==> src/rtl/alu_share_arbiter.sv <==
// alu_share_arbiter: shares one combinational 32-bit ALU between two requesters.
// Round-robin grant in IDLE, one transaction in flight (IDLE -> EXEC -> RESP).
// Optional feature macro: ALU_ARB_FLAGS_EN enables the {N,Z} response flags.
module alu_share_arbiter #(
    parameter int unsigned DATA_W = 32,
    parameter int unsigned CTRL_W = 3
) (
    input  logic              clk,
    input  logic              rst,
    // requester 0
    input  logic              req_valid_0,
    output logic              req_ready_0,
    input  logic [DATA_W-1:0] req_a_0,
    input  logic [DATA_W-1:0] req_b_0,
    input  logic [CTRL_W-1:0] req_ctrl_0,
    output logic              rsp_valid_0,
    input  logic              rsp_ready_0,
    output logic [DATA_W-1:0] rsp_data_0,
    output logic [1:0]        rsp_flags_0,
    // requester 1
    input  logic              req_valid_1,
    output logic              req_ready_1,
    input  logic [DATA_W-1:0] req_a_1,
    input  logic [DATA_W-1:0] req_b_1,
    input  logic [CTRL_W-1:0] req_ctrl_1,
    output logic              rsp_valid_1,
    input  logic              rsp_ready_1,
    output logic [DATA_W-1:0] rsp_data_1,
    output logic [1:0]        rsp_flags_1,
    // shared ALU
    output logic [DATA_W-1:0] alu_a,
    output logic [DATA_W-1:0] alu_b,
    output logic [CTRL_W-1:0] alu_ctrl,
    input  logic [DATA_W-1:0] alu_result
);

    typedef enum logic [1:0] {StIdle, StExec, StResp} state_t;

    state_t            state_q, state_d;
    logic              last_grant_q;
    logic              owner_q;
    logic [DATA_W-1:0] alu_a_q, alu_b_q;
    logic [CTRL_W-1:0] alu_ctrl_q;
    logic [DATA_W-1:0] rsp_data_0_q, rsp_data_1_q;

    logic any_valid;
    logic grant;
    logic accept;
    logic owner_rsp_ready;

    // Round-robin arbitration: a tie goes to the port that did not win last time.
    always_comb begin
        any_valid = req_valid_0 | req_valid_1;
        if (req_valid_0 && req_valid_1) begin
            grant = ~last_grant_q;
        end else begin
            grant = req_valid_1;
        end
        accept      = (state_q == StIdle) && any_valid;
        req_ready_0 = accept && !grant;
        req_ready_1 = accept && grant;
    end

    // Next-state logic for the single-transaction sequencer.
    always_comb begin
        state_d         = state_q;
        owner_rsp_ready = owner_q ? rsp_ready_1 : rsp_ready_0;
        unique case (state_q)
            StIdle: if (accept) state_d = StExec;
            StExec: state_d = StResp;
            StResp: if (owner_rsp_ready) state_d = StIdle;
            default: state_d = StIdle;
        endcase
    end

    // State, operand and result registers; reset drops any in-flight transaction.
    always_ff @(posedge clk) begin
        if (rst) begin
            state_q      <= StIdle;
            last_grant_q <= 1'b1;
            owner_q      <= 1'b0;
            alu_a_q      <= '0;
            alu_b_q      <= '0;
            alu_ctrl_q   <= '0;
            rsp_data_0_q <= '0;
            rsp_data_1_q <= '0;
        end else begin
            state_q <= state_d;
            if (accept) begin
                alu_a_q      <= grant ? req_a_1 : req_a_0;
                alu_b_q      <= grant ? req_b_1 : req_b_0;
                alu_ctrl_q   <= grant ? req_ctrl_1 : req_ctrl_0;
                owner_q      <= grant;
                last_grant_q <= grant;
            end
            // Per-port result registers so the idle port keeps its last result.
            if (state_q == StExec) begin
                if (owner_q) begin
                    rsp_data_1_q <= alu_result;
                end else begin
                    rsp_data_0_q <= alu_result;
                end
            end
        end
    end

`ifdef ALU_ARB_FLAGS_EN
    logic [1:0] rsp_flags_0_q, rsp_flags_1_q;
    logic [1:0] result_flags;

    // {N,Z} derived from the ALU result being captured.
    always_comb begin
        result_flags = {alu_result[DATA_W-1], (alu_result == '0)};
    end

    // Flags are registered alongside the captured result.
    always_ff @(posedge clk) begin
        if (rst) begin
            rsp_flags_0_q <= 2'b00;
            rsp_flags_1_q <= 2'b00;
        end else if (state_q == StExec) begin
            if (owner_q) begin
                rsp_flags_1_q <= result_flags;
            end else begin
                rsp_flags_0_q <= result_flags;
            end
        end
    end

    assign rsp_flags_0 = rsp_flags_0_q;
    assign rsp_flags_1 = rsp_flags_1_q;
`else
    assign rsp_flags_0 = 2'b00;
    assign rsp_flags_1 = 2'b00;
`endif

    assign rsp_valid_0 = (state_q == StResp) && !owner_q;
    assign rsp_valid_1 = (state_q == StResp) && owner_q;
    assign rsp_data_0  = rsp_data_0_q;
    assign rsp_data_1  = rsp_data_1_q;
    assign alu_a       = alu_a_q;
    assign alu_b       = alu_b_q;
    assign alu_ctrl    = alu_ctrl_q;

endmodule

==> config.mk <==
export PLATFORM = sky130hd
export DESIGN_NAME = alu_share_arbiter
export DESIGN_NICKNAME = d
export VERILOG_FILES = /design/src/rtl/alu_share_arbiter.sv
export SDC_FILE = /design/constraint.sdc
export NUM_CORES = 1
export LEC_CHECK = 0
export BUFFER_PORTS_ARGS = -buffer_cell sky130_fd_sc_hd__clkbuf_2
export CAP_MARGIN = 20
export CORE_ASPECT_RATIO = 0.7
export CORE_MARGIN = 2
export CORE_UTILIZATION = 45
export CTS_CLUSTER_DIAMETER = 150
export DETAILED_ROUTE_END_ITERATION = 8
export PLACE_DENSITY = 0.85
export SLEW_MARGIN = 20
export SYNTH_ARGS = -nofsm -noshare
export SYNTH_HDL_FRONTEND = slang
export SYNTH_SLANG_ARGS = --single-unit
==> constraint.sdc <==
create_clock -name clk -period 2.2 [get_ports clk]
set_clock_uncertainty 0.1 [all_clocks]
set_input_delay 0 -clock clk [delete_from_list [all_inputs] [get_ports clk]]
set_output_delay 0 -clock clk [all_outputs]
set_load 0.01 [all_outputs]
* After elaboration in Yosys (flattened, before gate mapping)
Cells that the tools add are included.
Operators by class: shift operators 0, equality and inequality tests 4, muxes and demuxes 8, bitwise gates (word level) 3, divide/modulo/power cells 0, reductions and logical operators 12, add/sub/neg operators 0, magnitude comparators 0, multiply operators 0
Operators with widths (number):
- 32-bit two-way mux | 2
- 1-bit logical AND | 6
- 2-bit case mux with 3 select lines | 1
- 2-bit AND reduction | 3
- 2-bit two-way mux | 2
- 2-bit inequality test (second input constant) | 2
- 3-bit two-way mux | 1
- 2-bit by 1-bit == test with 1-bit output (second input constant) | 1
- 2-bit == test (second input constant) | 1
- 1-bit logical NOT | 2
- 2-bit logical NOT | 1
- 1-bit two-way mux | 2
- 1-bit NOT | 2
- 1-bit OR | 1
Storage, ports and cells: memories kept 0, bits of input ports 172, bits in latches 0, RAM bits 0, ROM bits 0, flip-flop bits (word level) 135, output and inout bits 139

* Logic depth before layout (Yosys ltp)
depth after elaboration 4, depth in mapped cells 7, depth with buffers taken out 3

* Worst setup path before layout
OpenSTA, ideal clock, no wires.
kind reg-to-reg, start point register owner_q, end point register rsp_data_0_q[22] (netlist: rsp_data_0[22]), cell stages (with the launch flop) 7, clock period less this slack 1.538 ns, library setup time 0.132 ns, arrival time 1.306 ns, path buffers 3, setup slack 0.662 ns, path through dfxtp_1 clkbuf_1 or3b_2 clkbuf_1 buf_2 nand2_1 a21oi_1
Between the ends: cells in the longest elaborated chain, start to end 2
Ends and longest elaborated chain:
- start, declared | line 41 | logic owner_q;
- start signal, assigned | line 93 | owner_q <= grant;
- 1-bit NOT (no line)
- 2-bit AND reduction (no line)
- end signal, assigned | line 101 | rsp_data_0_q <= alu_result;
- end, declared | line 44 | logic [DATA_W-1:0] rsp_data_0_q, rsp_data_1_q;
No other way between the ends. A chain may end at the register's enable or synchronous reset.

* Worst setup path after layout
start point register last_grant_q, end point register alu_b_q[21] (netlist: alu_b[21])
Between the ends: cells in the longest elaborated chain, start to end 3
Ends and longest elaborated chain:
- start, declared | line 40 | logic last_grant_q;
- start signal, assigned | line 94 | last_grant_q <= grant;
- 1-bit NOT | line 55 | grant = ~last_grant_q;
- 1-bit two-way mux | line 54 | if (req_valid_0 && req_valid_1) begin
- 32-bit two-way mux | line 91 | alu_b_q <= grant ? req_b_1 : req_b_0;
- end signal, assigned | line 91
- end, declared | line 42 | logic [DATA_W-1:0] alu_a_q, alu_b_q;
No other way between the ends.

==> Flow_metrics.wiki <==
{| class="wikitable"
! Metric !! Value
|-
| Post-synthesis register bit count || 135
|-
| Final Cycle Share || 97.1%
|-
| Global-route total usage across every layer || 33.1%
|-
| Synthesized area per cell || 8.16 µm²
|-
| Core Util, Final || 77.9%
|-
| Share of synthesized area occupied by flip-flops and latches || 47.7%
|-
| Run status || completed
|-
| Transition at the pin with the smallest max-transition slack || 0.713 ns
|-
| Endpoints failing setup || 0
|-
| Routed Wire Length || 22,900 µm
|-
| Hold WC Path Type || in -> reg
|-
| Layout overhead on the synthesized area || 69.8%
|-
| Areal power density over the cells || 776 nW/µm²
|-
| Number of antenna violations at the first check in global routing || 1
|-
| Worst-Skew Late Latency || 0.41 ns
|-
| Required time of the critical path || 2.45 ns
|-
| Max_cap viols || 0
|-
| TNS Setup || 0 ns
|-
| Total half-perimeter wirelength after legalization and detailed placement || 12,000 µm
|-
| Vias per inst || 5.50
|-
| TritonCTS clock tree || built
|-
| Number of H-tree branching levels || 4
|-
| Num CTS Buffers || 17
|-
| Ranking of synthesized cells by area || sky130_fd_sc_hd__dfxtp_1 48%, sky130_fd_sc_hd__nand2_1 18%, sky130_fd_sc_hd__a21oi_1 12%
|-
| Routability congestion estimate || 0.844
|-
| Clock-pin slew reported for the worst setup and hold paths after clock tree synthesis || 0.07 ns
|-
| Final hold vios || 0
|-
| Slew Limit Fails || 0
|-
| Cells along the critical path || a21boi_4, buf_4, nand2_1, a311oi_2, dlygate4sd3_1
|-
| Post-synth top area cell || sky130_fd_sc_hd__dfxtp_1
|-
| Type of the setup path with the least slack || reg -> reg
|-
| Number of gates on the worst path with buffers counted || 5
|-
| Average routed wire per standard cell || 17.5 µm
|-
| Buf/Inv on CP || 2
|-
| Peak per-stage delay on the critical path || 0.59 ns
|-
| Unique cell type count in the Yosys netlist || 28
|-
| Worst hold margin || 0.270 ns
|-
| # port buffers || 306
|-
| Kind of cell adding the most delay to the critical path || buffers and inverters
|-
| Vias in the first global route || 7,256
|-
| Worst IR drop on VDD || 0.553 mV
|-
| IO Pins || 311
|-
| Shortest clock period the worst path allows after layout || 2.14 ns
|-
| Residual DRC || 0
|-
| Worst setup slack for register-to-register paths || 0.06 ns
|-
| Maximum operating frequency || 468 MHz
|-
| Die height || 97.8 µm
|-
| Worst relative slew slack || 52.5%
|-
| Reg2Reg Launch Point || last_grant_q
|-
| Most used DFF post-synth || sky130_fd_sc_hd__dfxtp_1
|-
| Clock Sinks || 135
|-
| Starting utilization of the core area || 45.9%
|-
| Number of enable-type register cells in the synthesized netlist || 0
|-
| First-pass iteration count of the detailed router || 5
|-
| Last element of the critical path || alu_b[21]
|-
| Fraction of final layout cells sized beyond drive strength 1 || 34.2%
|-
| Setup crit end kind || register
|-
| Crit. Startpoint || last_grant_q
|-
| Kind of start point of the critical path || register
|-
| Final global-route overflow total || 0
|-
| Reg-to-reg critical path endpoint || alu_b[21]
|-
| Worst r2r path cells || 5
|-
| Post-Synthesis Cells || 694
|-
| Violation count after the first detailed-route iteration || 508
|-
| Horizontal extent of the die || 138 µm
|-
| Setup repair after global routing missed its margin || no
|-
| Async SR Flop Fraction || 0%
|-
| Number of vias after detailed routing || 7,214
|-
| Highest fanout seen on the critical path || 31
|-
| Count of warnings emitted by yosys || 0
|-
| Area of the mapped netlist || 5660 µm²
|-
| Maximum buffer depth of the clock tree || 2
|-
| Number of routed nets with antenna violations || 0
|-
| Yosys top cell area share || 47.7%
|-
| Placement row count || 34
|-
| Lkg Pwr || 4.41 nW
|-
| Crit path arrival time || 2.39 ns
|-
| Largest net degree at the start of global routing || 70
|-
| Placeable core region || 12,300 µm²
|-
| Cell with the largest stage delay on the worst path || sky130_fd_sc_hd__dlygate4sd3_1
|-
| Nets || 1,309
|-
| Root buffer cell || sky130_fd_sc_hd__clkbuf_16
|-
| Total die area || 13,500 µm²
|-
| Wire length of the first global-routing pass || 36,600 µm
|}
## Yosys cell counts (2+ instances only)
cell type and n:
sky130_fd_sc_hd__nand2_1 264, sky130_fd_sc_hd__nand3b_1 2, sky130_fd_sc_hd__clkbuf_1 48, sky130_fd_sc_hd__a21oi_1 132
sky130_fd_sc_hd__nor2_1 2, sky130_fd_sc_hd__buf_6 5, sky130_fd_sc_hd__a311oi_2 30, sky130_fd_sc_hd__a311oi_1 37
sky130_fd_sc_hd__buf_4 8, sky130_fd_sc_hd__and3b_1 2, sky130_fd_sc_hd__dfxtp_1 135, sky130_fd_sc_hd__buf_2 13
## worst register-to-register path: cells and delay by family, from the launching register on
family	cells	cell delay [ns]
buffers and inverters	2	0.95
AO/OA/AOI/OAI	2	0.48
AND/OR/NAND/NOR	1	0.19
flip-flops	1	0.35
## worst min-delay path by stage
stage,cells past startpoint,endpoint,start,slack (ns)
2_1_floorplan,2,rsp_data_0[0],alu_result[0],0.04
3_3_place_gp,3,rsp_data_0[28],alu_result[28],0.14
3_5_place_dp,3,rsp_data_1[26],alu_result[26],0.14
4_1_cts,4,alu_b[2],req_b_1[2],0.26
5_1_grt,4,rsp_data_1[20],alu_result[20],0.27
6_report,4,rsp_data_1[6],alu_result[6],0.27
## logic make-up (layout without fill, tap and decap cells)
| family | after synthesis | in the layout | share of synthesized area (%) |
|---|---|---|---|
| simple gates | 279 | 279 | 19.4 |
| compound gates | 204 | 204 | 26.2 |
| flops | 135 | 135 | 47.7 |
| buf+inv | 74 | 526 | 6.39 |
| other cells | 1 | 5 | 0.0662 |
| mux | 1 | 1 | 0.177 |
## routing by layer
| metal | track usage [%] | wire length (µm) |
|---|---|---|
| met1 | 37.2 | 8340 |
| met5 | 0 | 0 |
| met2 | 57.3 | 11500 |
| met4 | 18.2 | 1110 |
| met3 | 9.02 | 1980 |
## registers in the layout, summed over array words and instances, names as in the netlist
signal / flops
alu_ctrl: 3
alu_b: 32
state_q: 2
rsp_data_0: 32
alu_a: 32
rsp_data_1: 32
last_grant_q: 1
owner_q: 1
## final cells by class
type                       count  area [µm²]
antenna                        1        2.50
clock buffer                  17         425
clock inverter                14         163
fill                         759        2730
multi-input combinational    488        2630
sequential                   135        2700
tap                          162         203
timing repair buffer         495        3490
## power breakdown
part           switching (mW)  internal (mW)  leakage [nW]
logic                   0.906          0.869          3.02
clock network            1.18           1.70         0.281
registers               0.144           2.66          1.11
## repair_timing
item / 4_1_cts / 5_1_grt
gates resized for setup: 0 / 2
endpoints found under the setup margin: 0 / 31
hold buffers: 171 / 0
setup buffers: 0 / 1
hold endpoints to repair: 134 / 0
## per-stage QoR
step	cell area (µm²)	total power, mW	setup slack (ns)	std cells
global placement	7280	4.12	0.455	1108
detailed placement	7280	4.15	0.417	1108
CTS	9580	7.37	0.0602	1310
floorplan	5670	3.60	0.662	697
finish	9610	7.46	0.0633	1312
global route	9610	7.75	0.00293	1312
## layout by cell type, fill, tap and decap left out, types with 3 or more instances in the layout
| cell | n |
|---|---|
| sky130_fd_sc_hd__clkbuf_16 | 17 |
| sky130_fd_sc_hd__dfxtp_1 | 135 |
| sky130_fd_sc_hd__clkbuf_2 | 305 |
| sky130_fd_sc_hd__inv_6 | 6 |
| sky130_fd_sc_hd__a311oi_2 | 30 |
| sky130_fd_sc_hd__dlygate4sd3_1 | 171 |
| sky130_fd_sc_hd__a21oi_1 | 132 |
| sky130_fd_sc_hd__nand2_1 | 264 |
| sky130_fd_sc_hd__buf_12 | 8 |
| sky130_fd_sc_hd__clkinvlp_4 | 3 |
| sky130_fd_sc_hd__a311oi_1 | 37 |
| sky130_fd_sc_hd__conb_1 | 4 |
| sky130_fd_sc_hd__buf_4 | 9 |
No activity file was read; power rests on OpenSTA's default activity.
